[src/rtl/config_readback_tx_pkg.sv]
// Shared constants, FSM state encoding and header byte mux for the config readback transmitter.
// The checksum trailer byte is enabled by defining CONFIG_READBACK_CHECKSUM_EN.
package config_readback_tx_pkg;

  localparam logic [2:0] HANDSHAKE = 3'b110;
  localparam int NUM_CH   = 8;
  localparam int CH_W     = 3;
  localparam int ADDR_W   = 5;
  localparam int MAX_ADDR = 31;
  localparam int HDR_LEN  = 6;
  localparam logic [2:0] HDR_LAST = 3'(HDR_LEN - 1);

  localparam int DELAY_LEN       = NUM_CH * (MAX_ADDR + 1);
  localparam int FRAME_LEN_BASE  = HDR_LEN + DELAY_LEN;
  localparam int FRAME_LEN_CKSUM = FRAME_LEN_BASE + 1;
`ifdef CONFIG_READBACK_CHECKSUM_EN
  localparam int FRAME_LEN = FRAME_LEN_CKSUM;
`else
  localparam int FRAME_LEN = FRAME_LEN_BASE;
`endif

  typedef enum logic [2:0] {
    READBACK_IDLE     = 3'd0,
    READBACK_HDR      = 3'd1,
    READBACK_RD_ISSUE = 3'd2,
    READBACK_RD_LATCH = 3'd3,
    READBACK_SEND     = 3'd4,
    READBACK_FINISH   = 3'd5
`ifdef CONFIG_READBACK_CHECKSUM_EN
    , READBACK_CKSUM  = 3'd6
`endif
  } readback_state_t;

  // Header byte idx of the frame, in the same order the loader parses it.
  function automatic logic [7:0] hdr_byte(input logic [2:0]  idx,
                                          input logic [7:0]  chan_sel,
                                          input logic [4:0]  aline_sel,
                                          input logic [31:0] pulse);
    case (idx)
      3'd0:    return {HANDSHAKE, chan_sel[7:3]};
      3'd1:    return {chan_sel[2:0], aline_sel};
      3'd2:    return pulse[31:24];
      3'd3:    return pulse[23:16];
      3'd4:    return pulse[15:8];
      default: return pulse[7:0];
    endcase
  endfunction

endpackage

[src/rtl/config_readback_tx_addr_gen.sv]
// Channel/address scan counter for the delay stores; saturates at the last channel/address.
module readback_addr_gen
  import config_readback_tx_pkg::*;
(
  input  logic              clk,
  input  logic              rst,
  input  logic              i_clear,
  input  logic              i_advance,
  output logic [CH_W-1:0]   o_ch,
  output logic [ADDR_W-1:0] o_addr,
  output logic              o_last_addr,
  output logic              o_last_ch
);

  logic [CH_W-1:0]   r_ch;
  logic [ADDR_W-1:0] r_addr;

  assign o_ch        = r_ch;
  assign o_addr      = r_addr;
  assign o_last_addr = (r_addr == ADDR_W'(MAX_ADDR));
  assign o_last_ch   = (r_ch == CH_W'(NUM_CH - 1));

  // NOTE: sequential state uses non-blocking assignments so every register samples pre-edge values.
  always_ff @(posedge clk) begin
    if (rst || i_clear) begin
      r_ch   <= '0;
      r_addr <= '0;
    end else if (i_advance) begin
      if (!o_last_addr) begin
        r_addr <= r_addr + ADDR_W'(1);
      end else if (!o_last_ch) begin
        r_addr <= '0;
        r_ch   <= r_ch + CH_W'(1);
      end
    end
  end

endmodule

[src/rtl/config_readback_tx.sv]
// Serializes a snapshot of the image configuration plus all delay stores as a UART byte frame.
// Optional trailing XOR checksum byte when CONFIG_READBACK_CHECKSUM_EN is defined.
module config_readback_tx
  import config_readback_tx_pkg::*;
(
  input  logic              clk,
  input  logic              rst,
  input  logic              i_start,
  input  logic [7:0]        i_channel_select,
  input  logic [4:0]        i_aline_select,
  input  logic [31:0]       i_pulse_shape,
  output logic [CH_W-1:0]   o_rd_ch,
  output logic [ADDR_W-1:0] o_rd_addr,
  input  logic [7:0]        i_rd_data,
  output logic [7:0]        o_tx_data,
  output logic              o_tx_valid,
  input  logic              i_tx_ready,
  output logic              o_busy,
  output logic              o_done
);

  readback_state_t r_state, w_next_state;

  logic [2:0]  r_hdr_idx;
  logic [7:0]  r_snap_cs;
  logic [4:0]  r_snap_al;
  logic [31:0] r_snap_ps;
  logic [7:0]  r_tx_data;
  logic        r_tx_valid;
`ifdef CONFIG_READBACK_CHECKSUM_EN
  logic [7:0]  r_cksum;
`endif

  logic w_xfer, w_accept, w_addr_clear, w_addr_adv;
  logic w_last_addr, w_last_ch, w_last_byte, w_hdr_done;

  assign w_xfer      = r_tx_valid & i_tx_ready;
  assign w_last_byte = w_last_addr & w_last_ch;
  assign w_hdr_done  = w_xfer && (r_hdr_idx == HDR_LAST);
  assign o_tx_data   = r_tx_data;
  assign o_tx_valid  = r_tx_valid;

  readback_addr_gen u_addr_gen (
    .clk         (clk),
    .rst         (rst),
    .i_clear     (w_addr_clear),
    .i_advance   (w_addr_adv),
    .o_ch        (o_rd_ch),
    .o_addr      (o_rd_addr),
    .o_last_addr (w_last_addr),
    .o_last_ch   (w_last_ch)
  );

  always_ff @(posedge clk) begin
    if (rst) r_state <= READBACK_IDLE;
    else     r_state <= w_next_state;
  end

  // NOTE: every signal driven here gets a default first, so no path can infer a latch.
  always_comb begin
    w_next_state = r_state;
    w_accept     = 1'b0;
    w_addr_clear = 1'b0;
    w_addr_adv   = 1'b0;
    o_busy       = 1'b1;
    o_done       = 1'b0;
    case (r_state)
      READBACK_IDLE: begin
        o_busy = 1'b0;
        if (i_start) begin
          w_accept     = 1'b1;
          w_next_state = READBACK_HDR;
        end
      end
      READBACK_HDR: begin
        if (w_hdr_done) begin
          w_addr_clear = 1'b1;
          w_next_state = READBACK_RD_ISSUE;
        end
      end
      READBACK_RD_ISSUE: w_next_state = READBACK_RD_LATCH;
      READBACK_RD_LATCH: w_next_state = READBACK_SEND;
      READBACK_SEND: begin
        if (w_xfer) begin
          if (w_last_byte) begin
`ifdef CONFIG_READBACK_CHECKSUM_EN
            w_next_state = READBACK_CKSUM;
`else
            w_next_state = READBACK_FINISH;
`endif
          end else begin
            w_addr_adv   = 1'b1;
            w_next_state = READBACK_RD_ISSUE;
          end
        end
      end
`ifdef CONFIG_READBACK_CHECKSUM_EN
      READBACK_CKSUM: begin
        if (w_xfer) w_next_state = READBACK_FINISH;
      end
`endif
      READBACK_FINISH: begin
        o_busy       = 1'b0;
        o_done       = 1'b1;
        w_next_state = READBACK_IDLE;
      end
      default: begin
        o_busy       = 1'b0;
        w_next_state = READBACK_IDLE;
      end
    endcase
  end

  // Byte 0 comes straight from the inputs; the rest of the header uses the snapshot.
  always_ff @(posedge clk) begin
    if (rst) begin
      r_hdr_idx  <= '0;
      r_snap_cs  <= '0;
      r_snap_al  <= '0;
      r_snap_ps  <= '0;
      r_tx_data  <= '0;
      r_tx_valid <= 1'b0;
`ifdef CONFIG_READBACK_CHECKSUM_EN
      r_cksum    <= '0;
`endif
    end else begin
`ifdef CONFIG_READBACK_CHECKSUM_EN
      if (w_accept)    r_cksum <= '0;
      else if (w_xfer) r_cksum <= r_cksum ^ r_tx_data;
`endif
      case (r_state)
        READBACK_IDLE: begin
          if (w_accept) begin
            r_snap_cs  <= i_channel_select;
            r_snap_al  <= i_aline_select;
            r_snap_ps  <= i_pulse_shape;
            r_hdr_idx  <= 3'd0;
            r_tx_data  <= hdr_byte(3'd0, i_channel_select, i_aline_select, i_pulse_shape);
            r_tx_valid <= 1'b1;
          end
        end
        READBACK_HDR: begin
          if (w_hdr_done) begin
            r_tx_valid <= 1'b0;
          end else if (w_xfer) begin
            r_hdr_idx <= r_hdr_idx + 3'd1;
            r_tx_data <= hdr_byte(r_hdr_idx + 3'd1, r_snap_cs, r_snap_al, r_snap_ps);
          end
        end
        READBACK_RD_LATCH: begin
          r_tx_data  <= i_rd_data;
          r_tx_valid <= 1'b1;
        end
        READBACK_SEND: begin
          if (w_xfer) begin
`ifdef CONFIG_READBACK_CHECKSUM_EN
            if (w_last_byte) r_tx_data  <= r_cksum ^ r_tx_data;
            else             r_tx_valid <= 1'b0;
`else
            r_tx_valid <= 1'b0;
`endif
          end
        end
`ifdef CONFIG_READBACK_CHECKSUM_EN
        READBACK_CKSUM: begin
          if (w_xfer) r_tx_valid <= 1'b0;
        end
`endif
        default: ;
      endcase
    end
  end

endmodule

[config.mk]
export PLATFORM = sky130hd
export DESIGN_NAME = config_readback_tx
export DESIGN_NICKNAME = d
export VERILOG_FILES = /design/src/rtl/config_readback_tx_pkg.sv /design/src/rtl/config_readback_tx_addr_gen.sv /design/src/rtl/config_readback_tx.sv
export SDC_FILE = /design/constraint.sdc
export NUM_CORES = 1
export LEC_CHECK = 0
export ABC_CLOCK_PERIOD_IN_PS = 2900
export CAP_MARGIN = 0
export CORE_ASPECT_RATIO = 0.9
export CORE_MARGIN = 8
export CORE_UTILIZATION = 30
export CTS_BUF_LIST = sky130_fd_sc_hd__clkbuf_8
export DETAILED_ROUTE_END_ITERATION = 12
export PLACE_DENSITY = 0.58
export RECOVER_POWER = 100
export REMOVE_ABC_BUFFERS = 1
export SYNTH_ARGS = -nofsm -noshare
export SYNTH_HDL_FRONTEND = slang
export SYNTH_SLANG_ARGS = --single-unit
[constraint.sdc]
create_clock -name clk -period 2.9 [get_ports clk]
set_input_delay 0.435 -clock clk [delete_from_list [all_inputs] [get_ports clk]]
set_output_delay 0.435 -clock clk [all_outputs]
set_load 0.005 [all_outputs]
==> impl_metrics.env, run 1 <==
export IMPL_outcome="complete, no violations"
export IMPL_synthFlopType="dfxtp_1"
export IMPL_grt_busiest_layer="met2"
export IMPL_slew_headroom_pct=46.57
export IMPL_drtIter0Drc=199
export IMPL_drv_cap=0
export IMPL_dp_cells=613
export IMPL_rsz0062_at_grt="false"
export IMPL_place_area_mm2=0.004150
export IMPL_cts_buffers=9
export IMPL_finalWorstSetupSlack_ns=0.2215
export IMPL_reg2regPathDepth=5
export IMPL_overflow=0
export IMPL_post_cts_resize_count=0
export IMPL_first_pass_iters=5
export IMPL_diodes=0
export IMPL_use_met2_pct=21.57
export IMPL_regArea_mm2=0.001361
export IMPL_fin_nets=557
export IMPL_multi_input_area_mm2=0.001755
export IMPL_avgRoutedWirePerCell_um=15.09
export IMPL_hold_path_depth=2
export IMPL_netlist_instances=428
export IMPL_syn_area_mm2=0.003279
export IMPL_fillers=1162
export IMPL_syn_avg_cell_area_um2=7.662
export IMPL_postCtsHoldBufs=0
export IMPL_route_detailed_drc=0
export IMPL_fin_setup_tns_ns=0
export IMPL_cp_cell_sequence="inv_1, nor3_1, dlygate4sd3_1"
export IMPL_grt_antenna_before_repair=0
export IMPL_fin_cells=627
export IMPL_clkLatencyLatePin_ns=0.34
export IMPL_root_buffer="clkbuf_8"
export IMPL_drive_above_1_share_pct=4.453
export IMPL_p_leak_nw=1.654
export IMPL_cts_clk_slew_worst_paths_ns=0.07
export IMPL_ant_nets=0
export IMPL_grt_use_total_pct=13.24
export IMPL_cts_num_sinks=68
export IMPL_setup_viol=0
export IMPL_cts_tree="built"
export IMPL_post_cts_buffers=0
export IMPL_synth_async_reset_ratio_pct=0
export IMPL_hp_start="r_snap_ps[21]$_SDFFE_PP0P_"
export IMPL_yosys_warnings=0
export IMPL_dp_hpwl_um=6918
export IMPL_viasPerCell=5.073
export IMPL_area_growth_pct=30.90
export IMPL_reg2reg_to="r_snap_al[0]$_SDFFE_PP0P_"
export IMPL_groute_layer_met3_usage_pct=4.358
export IMPL_endpoint_kind="output port"
export IMPL_min_period_over_period_pct=92.36
export IMPL_fin_hold_ws_ns=0.4568
export IMPL_crit_type="reg2out"
export IMPL_grt_pass1_wl_um=15470
export IMPL_critical_path_max_stage_delay_ns=0.70
export IMPL_hp_class="reg2reg"
export IMPL_critPathMaxFanout=15
export IMPL_r2r_start="r_state[0]$_SDFFE_PP0P_"
export IMPL_die_w_um=126.2
export IMPL_synth_edf_count=0
export IMPL_post_route_min_period_ns=2.679
export IMPL_clk_path_buf_depth=2
export IMPL_cp_required_ns=2.47
export IMPL_finalClockSkew_ns=0.007453
export IMPL_peakVddDrop_uv=179.8
export IMPL_hold_violations=0
export IMPL_die_h_um=115.2
export IMPL_ys_ff_latch=68
export IMPL_numPortBuffers=75
export IMPL_crit_path_start_kind="register"
export IMPL_yosysUniqueCellTypes=43
export IMPL_cts_htree_levels=3
export IMPL_gr_usage_met1_pct=16.01
export IMPL_fin_area_mm2=0.004293
export IMPL_fmax_mhz=373.3
export IMPL_routabilityCongestion=0.8155
export IMPL_worst_slew_pin_slew_ns=0.8003
export IMPL_wirelength_um=9461
export IMPL_place_ws_ns=0.5849
export IMPL_crit_slowest_cell="dfxtp_1"
export IMPL_core_mm2=0.01072
export IMPL_start_util_pct=30.59
export IMPL_fp_row_count=36
export IMPL_arrival_ns=2.24
export IMPL_vias=3181
export IMPL_hold_path_end="r_snap_ps[21]$_SDFFE_PP0P_"
export IMPL_slew_viol_final=0
export IMPL_grt_max_degree=42
export IMPL_yosysSeqAreaShare_pct=41.51
export IMPL_die_area_mm2=0.01454
export IMPL_power_density_mw_per_mm2=518.2
export IMPL_pin_count=76
export IMPL_rrSetupSlack_ns=0.41
export IMPL_grt_pass1_vias=3163
registers in the layout, indices dropped and copies added (netlist names):
register and cells:
o_tx_valid 1, r_hdr_idx 3, r_snap_al 5, u_addr_gen.o_ch 3
r_state 3, r_snap_ps 32, u_addr_gen.o_addr 5, r_snap_cs 8
o_tx_data 8
per-stage QoR:
step                util [%]  total power [W]
finish                 40.04         0.002225
global route           40.04         0.002346
CTS                    40.49         0.002266
detailed placement     38.71         0.001485
global placement       38.71         0.001475
floorplan                  -         0.001263
how the worst max path moves through the flow:
stage	from	end	slack, ns	cells past startpoint
2_1_floorplan	r_state[0]$_SDFFE_PP0P_	r_snap_al[0]$_SDFFE_PP0P_	0.54	5
3_3_place_gp	i_tx_ready	o_tx_data[0]$_SDFFE_PP0P_	0.66	6
3_5_place_dp	i_tx_ready	o_tx_data[2]$_SDFFE_PP0P_	0.58	6
4_1_cts	r_state[0]$_SDFFE_PP0P_	o_done	0.31	3
5_1_grt	r_state[1]$_SDFFE_PP0P_	o_busy	0.13	3
6_report	r_state[0]$_SDFFE_PP0P_	o_done	0.22	3
final cells by class:
cell class / instances / share of cell area (%)
clock buffers: 11 / 3.527
flip-flops and latches: 68 / 31.71
multi-input cells: 324 / 40.89
clock inverters: 3 / 0.9035
inverters: 8 / 0.6995
well taps: 133 / 3.876
repair buffers: 80 / 18.39
metal layers:
layer | vias to the layer above | wire length (µm)
met5 | - | 0
met4 | 0 | 92
met3 | 8 | 572
met2 | 96 | 4356
met1 | 1459 | 4440
li1 | 1618 | -
worst max-delay path, delay by kind of cell (launching register included):
kind	cells	cell delay [ns]
buffers and inverters	2	0.94
DFF	1	0.70
and+or+nand+nor	1	0.26
layout by cell type, fill, tap and decap left out, types with 2 or more instances in the layout:
master,n
a21oi_1,75
a22oi_1,8
a311oi_1,2
a31oi_1,7
and3_1,2
buf_4,2
clkbuf_8,11
clkdlybuf4s50_1,55
dfxtp_1,68
dlygate4sd3_1,19
ha_1,9
inv_1,9
mux2i_1,11
nand2_1,109
nand2b_1,2
nand3_1,6
nand4_1,2
nor2_1,33
nor3_1,5
o211ai_1,5
o21a_1,2
o21ai_0,9
o22ai_1,5
o31ai_1,6
o41ai_1,5
or3_1,4
xnor2_1,2
cells in the mapped netlist, types with 2 or more instances:
cell	count	area, µm²
buf_1	2	7.510
and3_1	2	12.51
o41ai_2	2	32.53
nand2b_1	2	12.51
mux2i_1	11	110.1
nand4_1	2	12.51
o21a_1	2	15.01
o22ai_1	5	31.28
or3_1	4	25.02
o41ai_1	3	26.28
clkbuf_1	22	82.58
dfxtp_1	68	1361
nor2_1	33	123.9
inv_1	8	30.03
ha_1	9	112.6
nand3_1	6	30.03
a21oi_1	75	375.4
buf_2	4	20.02
a22oi_1	8	60.06
a31oi_1	7	43.79
nor3_1	5	25.02
nand2_1	108	405.4
a311oi_1	2	17.52
o21ai_0	9	45.04
xnor2_1	2	17.52
o31ai_1	6	45.04
o211ai_1	5	37.54
where the power goes:
part	switching (W)	leakage, nW	internal, W	total, W
Sequential	0.0000527	0.557	0.00100	0.00105
Clock	0.000351	0.102	0.000431	0.000782
Combinational	0.000205	0.995	0.000184	0.000389
cell families (layout without fill, tap and decap cells):
logic type      count (synthesis)  in the layout  share of synthesized area (%)
mux                            11             11                          3.358
simple gates                  168            168                          21.33
xor+xnor                        4              4                          1.641
flops                          68             68                          41.51
compound gates                132            132                          24.46
buf+inv                        36            102                          4.273
fa+ha+maj                       9              9                          3.434
No activity file was read; power rests on OpenSTA's default activity.
==> run 2: changes to the inputs <==
Settings changed: CORE_MARGIN 8 to 5, TNS_END_PERCENT set to 1.
==> run 2 against run 1 <==
Compared with the run above:
- sequential cell count stayed put
- sequential power is essentially flat
- worst hold slack about the same
- die area shrank 9.7%
- critical endpoint unchanged
- non-clock buffer count is 3 higher
- critical path type unchanged
- fmax is 4.6% higher
- count of clock-buffer cells in the layout stayed put
- setup slack improved by 0.12 ns
==> impl_metrics.env, run 2 (same netlist as run 1, synthesis figures left out) <==
export IMPL_die_w_um=120.2
export IMPL_finalClockSkew_ns=0.006667
export IMPL_grt_antenna_before_repair=0
export IMPL_power_w=0.002141
export IMPL_top_register="r_snap_ps"
export IMPL_die_h_um=109.2
export IMPL_power_density_mw_per_mm2=499.8
export IMPL_numPortBuffers=75
export IMPL_routabilityCongestion=0.8586
export IMPL_crit_type="reg2out"
export IMPL_postCtsHoldBufs=0
export IMPL_clk_path_buf_depth=2
export IMPL_setup_viol=0
export IMPL_hp_start="r_snap_ps[25]$_SDFFE_PP0P_"
export IMPL_cts_num_sinks=68
export IMPL_grt_max_degree=59
export IMPL_place_area_mm2=0.004148
export IMPL_layout_common_cells="nand2_1 (109), a21oi_1 (75), dfxtp_1 (68), clkdlybuf4s50_1 (55), nor2_1 (33)"
export IMPL_hold_path_end="r_snap_ps[25]$_SDFFE_PP0P_"
export IMPL_cts_buffers=9
export IMPL_regArea_mm2=0.001361
export IMPL_first_pass_iters=5
export IMPL_p_leak_nw=1.644
export IMPL_post_cts_buffers=0
export IMPL_drive_above_1_share_pct=4.819
export IMPL_hp_class="reg2reg"
export IMPL_crit_path_start_kind="register"
export IMPL_route_detailed_drc=0
export IMPL_grt_pass1_vias=3035
export IMPL_critPathMaxFanout=15
export IMPL_avgRoutedWirePerCell_um=14.49
export IMPL_viasPerCell=4.970
export IMPL_core_mm2=0.01077
export IMPL_r2r_start="r_state[0]$_SDFFE_PP0P_"
export IMPL_cts_tree="built"
export IMPL_fp_row_count=36
export IMPL_peakVddDrop_uv=205.3
export IMPL_cp_required_ns=2.47
export IMPL_post_cts_resize_count=0
export IMPL_fmax_mhz=390.6
export IMPL_hold_violations=0
export IMPL_dp_hpwl_um=6618
export IMPL_grt_use_total_pct=14.10
export IMPL_vias=3136
export IMPL_reg2reg_to="r_snap_ps[16]$_SDFFE_PP0P_"
export IMPL_post_route_min_period_ns=2.560
export IMPL_slew_viol_final=0
export IMPL_wirelength_um=9145
export IMPL_worst_slew_pin_slew_ns=1.139
export IMPL_drv_cap=0
export IMPL_die_area_mm2=0.01313
export IMPL_grt_pass1_wl_um=14850
export IMPL_largest_register_ffs=32
export IMPL_endpoint_kind="output port"
export IMPL_start_util_pct=30.46
export IMPL_hold_path_depth=2
export IMPL_multi_input_area_mm2=0.001755
export IMPL_drtIter0Drc=170
export IMPL_clkLatencyLatePin_ns=0.35
export IMPL_reg2regPathDepth=5
export IMPL_overflow=0
export IMPL_fillers=1110
export IMPL_cts_clk_slew_worst_paths_ns=0.07
export IMPL_slew_headroom_pct=24.04
export IMPL_area_growth_pct=30.64
export IMPL_root_buffer="clkbuf_8"
export IMPL_fin_area_mm2=0.004284
export IMPL_pin_count=76
export IMPL_rrSetupSlack_ns=0.55
export IMPL_rsz0062_at_grt="false"
export IMPL_layout_commonest_cell="nand2_1"
export IMPL_ant_nets=0
export IMPL_cts_htree_levels=3
export IMPL_min_period_over_period_pct=88.28
export IMPL_fin_nets=560
export IMPL_fin_setup_tns_ns=0
export IMPL_diodes=0
export IMPL_arrival_ns=2.13
export IMPL_outcome="complete, no violations"
## run 2: cell count changes in the layout (fill, tap and decap cells not counted), sizes merged
cell / before / now
buf: 4 / 6
bufinv: 1 / 0
clkbuf: 13 / 14
clkinv: 1 / 2
clkinvlp: 0 / 2
inv: 9 / 8
## run 2: per-layer routing
layer | share of wire, % | global-route usage, %
met1 | 47 | 18.74
met2 | 46 | 22.42
met3 | 5.5 | 4.253
met4 | 1.0 | 3.803
met5 | 0 | 0
## run 2: cell type report
| type | instances | area share [%] |
|---|---|---|
| timing repair buffer | 83 | 18.55 |
| clock inverter | 4 | 0.5841 |
| sequential | 68 | 31.78 |
| clock buffer | 11 | 3.534 |
| multi-input combinational | 324 | 40.98 |
| tap | 133 | 3.884 |
| inverter | 8 | 0.7009 |
## run 2: worst max-delay path, stage by stage (launching register included)
cell	delay (ns)
dfxtp_1	0.65
inv_1	0.28
nor3_1	0.24
dlygate4sd3_1	0.61
## run 2: how the worst max path moves through the flow
stage	end	slack [ns]	from	cells after the start
after floorplan	r_snap_al[0]$_SDFFE_PP0P_	0.54	r_state[0]$_SDFFE_PP0P_	5
after global placement	o_tx_data[1]$_SDFFE_PP0P_	0.66	i_tx_ready	6
after detailed placement	o_tx_data[1]$_SDFFE_PP0P_	0.60	i_tx_ready	6
after CTS	o_done	0.39	r_state[0]$_SDFFE_PP0P_	3
after global routing	o_done	0.18	r_state[0]$_SDFFE_PP0P_	3
final	o_done	0.34	r_state[0]$_SDFFE_PP0P_	3
## run 2: per-stage QoR
stage / instances / util (%) / hold slack [ns] / worst slack [ns]
after floorplan: 400 / - / 0.4296 / 0.5425
after global placement: 616 / 38.53 / 0.4420 / 0.6631
after detailed placement: 616 / 38.53 / 0.4489 / 0.5997
after CTS: 631 / 40.17 / 0.4581 / 0.3910
after global routing: 631 / 39.80 / 0.4786 / 0.1808
final: 631 / 39.80 / 0.4567 / 0.3398
## run 2: where the power goes
| group | internal, W | switching, W | total, W |
|---|---|---|---|
| clock | 0.000349 | 0.000354 | 0.000703 |
| combinational | 0.000183 | 0.000208 | 0.000390 |
| sequential | 0.00100 | 0.0000467 | 0.00105 |
==> run 3: changes to the inputs <==
Settings changed: GPL_ROUTABILITY_DRIVEN set to 0.
==> results of run 3 <==
No change in the layout: final DEF, timing and power equal those of run 2.
